--- config.mk ---
export PLATFORM = sky130hd
export DESIGN_NAME = stream_demux4
export DESIGN_NICKNAME = d
export VERILOG_FILES = /design/src/rtl/stream_demux4.sv
export SDC_FILE = /design/constraint.sdc
export NUM_CORES = 1
export LEC_CHECK = 0
export BUFFER_PORTS_ARGS = -buffer_cell sky130_fd_sc_hd__buf_4
export CAP_MARGIN = 40
export CORE_ASPECT_RATIO = 0.9
export CORE_MARGIN = 2
export CORE_UTILIZATION = 46
export CTS_CLUSTER_DIAMETER = 100
export DETAILED_ROUTE_END_ITERATION = 16
export GPL_TIMING_DRIVEN = 0
export PLACE_DENSITY = 0.78
export SYNTH_ARGS = -nofsm -noshare
export SYNTH_HDL_FRONTEND = slang
export SYNTH_SLANG_ARGS = --single-unit
--- constraint.sdc ---
create_clock -name clk -period 2.1 [get_ports clk]
set_clock_uncertainty 0.05 [all_clocks]
set_input_delay 0.105 -clock clk [delete_from_list [all_inputs] [get_ports clk]]
set_output_delay 0.105 -clock clk [all_outputs]
set_load 0.02 [all_outputs]
--- src/rtl/stream_demux4.sv ---
// Registered 1-to-4 valid/ready stream demultiplexer.
// Each output channel has a one-entry holding register and a transfer counter.
module stream_demux4 #(
    parameter int N  = 1,
    parameter int CW = 8
) (
    input  logic            clk,
    input  logic            rst,
    input  logic [N-1:0]    in_data,
    input  logic [1:0]      in_sel,
    input  logic            in_valid,
    output logic            in_ready,
    output logic [4*N-1:0]  out_data,
    output logic [3:0]      out_valid,
    input  logic [3:0]      out_ready,
    output logic [4*CW-1:0] count
);

    logic       accept;
    logic [3:0] load;

    // Selected channel can take a word if empty or draining this cycle
    always_comb begin
        in_ready = !out_valid[in_sel] | out_ready[in_sel];
        accept   = in_valid & in_ready;
        load     = 4'b0000;
        if (accept) begin
            load[in_sel] = 1'b1;
        end
    end

    // Holding registers: load wins over drain so a channel streams at full rate
    always_ff @(posedge clk or posedge rst) begin
        if (rst) begin
            out_valid <= 4'b0000;
            out_data  <= '0;
        end else begin
            for (int k = 0; k < 4; k++) begin
                if (load[k]) begin
                    out_data[k*N +: N] <= in_data;
                    out_valid[k]       <= 1'b1;
                end else if (out_ready[k]) begin
                    out_valid[k] <= 1'b0;
                end
            end
        end
    end

    // Per-channel accept counters, free-running wrap
    always_ff @(posedge clk or posedge rst) begin
        if (rst) begin
            count <= '0;
        end else begin
            for (int k = 0; k < 4; k++) begin
                if (load[k]) begin
                    count[k*CW +: CW] <= count[k*CW +: CW] + CW'(1);
                end
            end
        end
    end

endmodule
==> flow_metrics.tcl <==
set metrics [dict create \
    hold_class "in2reg" \
    routedWlPerCell_um 13.9 \
    core_um2 3680 \
    synth_nets 159 \
    ys_ff_latch 40 \
    start_util 0.476 \
    synth-seq-area-share 0.571 \
    fin_crit_sh 0.753 \
    drtAntennaViolNets 0 \
    cts.sinks 40 \
    clock-root-buffer "clkbuf_8" \
    dieArea_um2 4320 \
    grt_max_degree 41 \
    path_clk_slew_ns 0.07 \
    seq_power_share 0.446 \
    crit_type "reg2reg" \
    drt_first_pass_iters 4 \
    endpoint_kind "register" \
    first_global_vias 1284 \
    synth.distinct_cells 25 \
    worstPathArrival_ns 1.71 \
    ios 51 \
    cts_resized 0 \
    fmax_ghz 0.632 \
    slowest_delay_ns 0.51 \
    yosysWarningCount 0 \
    dieWidth_um 69.0 \
    viasPerCell 5.17 \
    combinationalPowerShare 0.332 \
    synth.area.top_cells "dfrtp_1 57%, xnor2_1 11%, nand2_1 3.9%, mux2_2 3.9%, xor2_1 3.5%" \
    antenna_found_initial 0 \
    drt_first_iter_violations 62 \
    hold_violations 0 \
    max_slew_margin 0.467 \
    final-setup-viol-count 0 \
    cp-start-kind "register" \
    place.gp.congestion 0.785 \
    power_density_nw_per_um2 1170 \
    cp_top_family "simple AND/OR/NAND/NOR gates" \
    wirelength_um 3480 \
    htreeDepth 2 \
    grt_first_pass_wirelength_um 6050 \
    fin_crit_ns 1.58 \
    cts_tree "yes" \
    slowest_stage "nor3_1" \
    cts_max_path_buffers 2 \
    syn-instance-count 145 \
    synthToLayoutAreaGrowth_pct 32.0 \
    placementRows 21 \
    drc_errors 0 \
    path_buf_inv 0 \
    ir_worst_vdd_v 0.000802 \
    p_leak_nw 1.11 \
    p_sw_w 0.000960 \
    p_int_w 0.00174 \
    drv_cap 0 \
    outcome "finished, final reports clean" \
    timing.hold.ws_ns 0.0611 \
    dpl.hpwl_um 2640 \
    grt_util_all_layers 0.177 \
    rsz0062_at_grt "no" \
    antenna_cells 0 \
    worstMarginPinSlew_ns 0.799 \
    fp.dieH_um 62.5 \
    clkPwrFrac 0.222 \
    final_max_slew_viol_count 0 \
    yosysTopAreaCell "dfrtp_1" \
    drive_gt1_frac 0.356 \
    grt_overflow 0 \
    worstPathRequired_ns 2.22 \
    avgSynthCellArea_um2 12.1 \
    switching_share 0.356 \
    path_max_fanout 6 \
    port_buffers 50 \
    clk_latency_ns 0.29 \
    path_cells "nor2b_1, nor3_1, nand4_1, xnor2_1" \
    synthDominantCellAreaShare 0.571 \
    finalSetupTns_ns 0 \
    nets 218 \
    cts_inserted_buffers 5 \
    synth_area_um2 1750 \
    vias 1297 \
]
-- cell type report --
cell class,instances,area [um^2]
timing repair buffer,52,395
fill,304,1370
clock inverter,2,35.0
buffer,2,16.3
clock buffer,6,72.6
tap,46,57.6
inverter,1,3.75
multi-input combinational,102,731
sequential,40,1000
-- state kept, by name, summed over array words and instances, names as in the netlist --
register   flops
out_data       4
out_valid      4
count         32
-- cells in the mapped netlist, drive strengths merged --
| cell type | n |
|---|---|
| dfrtp | 40 |
| xnor2 | 21 |
| nand2 | 18 |
| nand3 | 10 |
| nand4 | 9 |
| xor2 | 7 |
| mux2 | 6 |
| nor3 | 6 |
| ha | 4 |
| nand2b | 4 |
| nor2b | 4 |
| and3 | 3 |
| o21ai | 3 |
| buf | 2 |
| and4 | 1 |
| inv | 1 |
| nor2 | 1 |
| nor3b | 1 |
| nor4 | 1 |
| o211ai | 1 |
| or2 | 1 |
| or3 | 1 |
-- cells in the final DEF (no fill, tap or decap), drive strengths merged --
cell type    count
or3              1
nand2b           4
bufinv           1
nor2             1
mux2             6
nand3           10
inv              1
o211ai           1
nor3b            1
clkbuf           6
and3             3
dfrtp           40
xor2             7
nor2b            4
nand2           18
nand4            9
nor3             6
or2              1
ha               4
and4             1
clkinv           1
o21ai            3
xnor2           21
dlygate4sd3      2
buf             52
nor4             1
-- cells by family after synthesis --
logic type / share of synthesized area
AOI/OAI and AO/OA: 0.0129
xor gates and xnor gates: 0.140
adders and majority gates: 0.0286
buffers and inverters: 0.0114
DFF: 0.571
muxes: 0.0386
and+or+nand+nor: 0.197
-- power by group through the flow --
stage / Clock (W) / Sequential (W) / Combinational (W)
global route: 0.000657 / 0.00124 / 0.000969
global placement: 0 / 0.00120 / 0.000879
detailed placement: 0 / 0.00122 / 0.000903
finish: 0.000600 / 0.00120 / 0.000896
CTS: 0.000615 / 0.00121 / 0.000909
floorplan: 0 / 0.00141 / 0.000276
-- per-stage QoR --
| step | cell area [um^2] | total power (W) | utilization | worst slack [ns] | std cells |
|---|---|---|---|---|---|
| final | 2310 | 0.00270 | 0.629 | 0.518 | 251 |
| after global routing | 2310 | 0.00287 | 0.629 | 0.371 | 251 |
| after CTS | 2310 | 0.00273 | 0.629 | 0.524 | 251 |
| after detailed placement | 2180 | 0.00212 | 0.594 | 0.556 | 241 |
| after global placement | 2180 | 0.00207 | 0.594 | 0.572 | 241 |
| after floorplan | 1750 | 0.00169 | - | 0.578 | 145 |
-- worst reg2reg max path, cell delays in order (launching register included) --
cell     delay, ns
dfrtp_1       0.41
nor2b_1       0.15
nor3_1        0.51
nand4_1       0.20
xnor2_1       0.17
-- timing repair --
item | in CTS | in global routing
endpoints found under the hold margin | 41 | 0
hold buffers | 2 | 0
endpoints found under the setup margin | 0 | 0
setup buffers | 0 | 0
-- worst paths after layout --
kind                                          start                       end  slack [ns]  depth (start not counted)
max                        out_valid[0]$_DFFE_PP0P_      count[5]$_DFFE_PP0P_        0.52                          4
min reg2reg                   count[23]$_DFFE_PP0P_     count[23]$_DFFE_PP0P_        0.42                          1
max reg2reg                out_valid[0]$_DFFE_PP0P_      count[5]$_DFFE_PP0P_        0.52                          4
max in group asynchronous                       rst      count[0]$_DFFE_PP0P_        1.01                          3
min                                    out_ready[0]  out_valid[0]$_DFFE_PP0P_        0.06                          3
min in group asynchronous                       rst     count[30]$_DFFE_PP0P_        0.48                          3
-- per-layer routing --
layer / track usage / routed length [um] / up-vias
met5: 0 / 0 / -
met4: 0.0588 / 64 / 0
met3: 0.0661 / 201 / 8
met2: 0.288 / 1760 / 34
met1: 0.218 / 1460 / 637
li1: - / - / 618
Power figures use the tool's default switching activity.
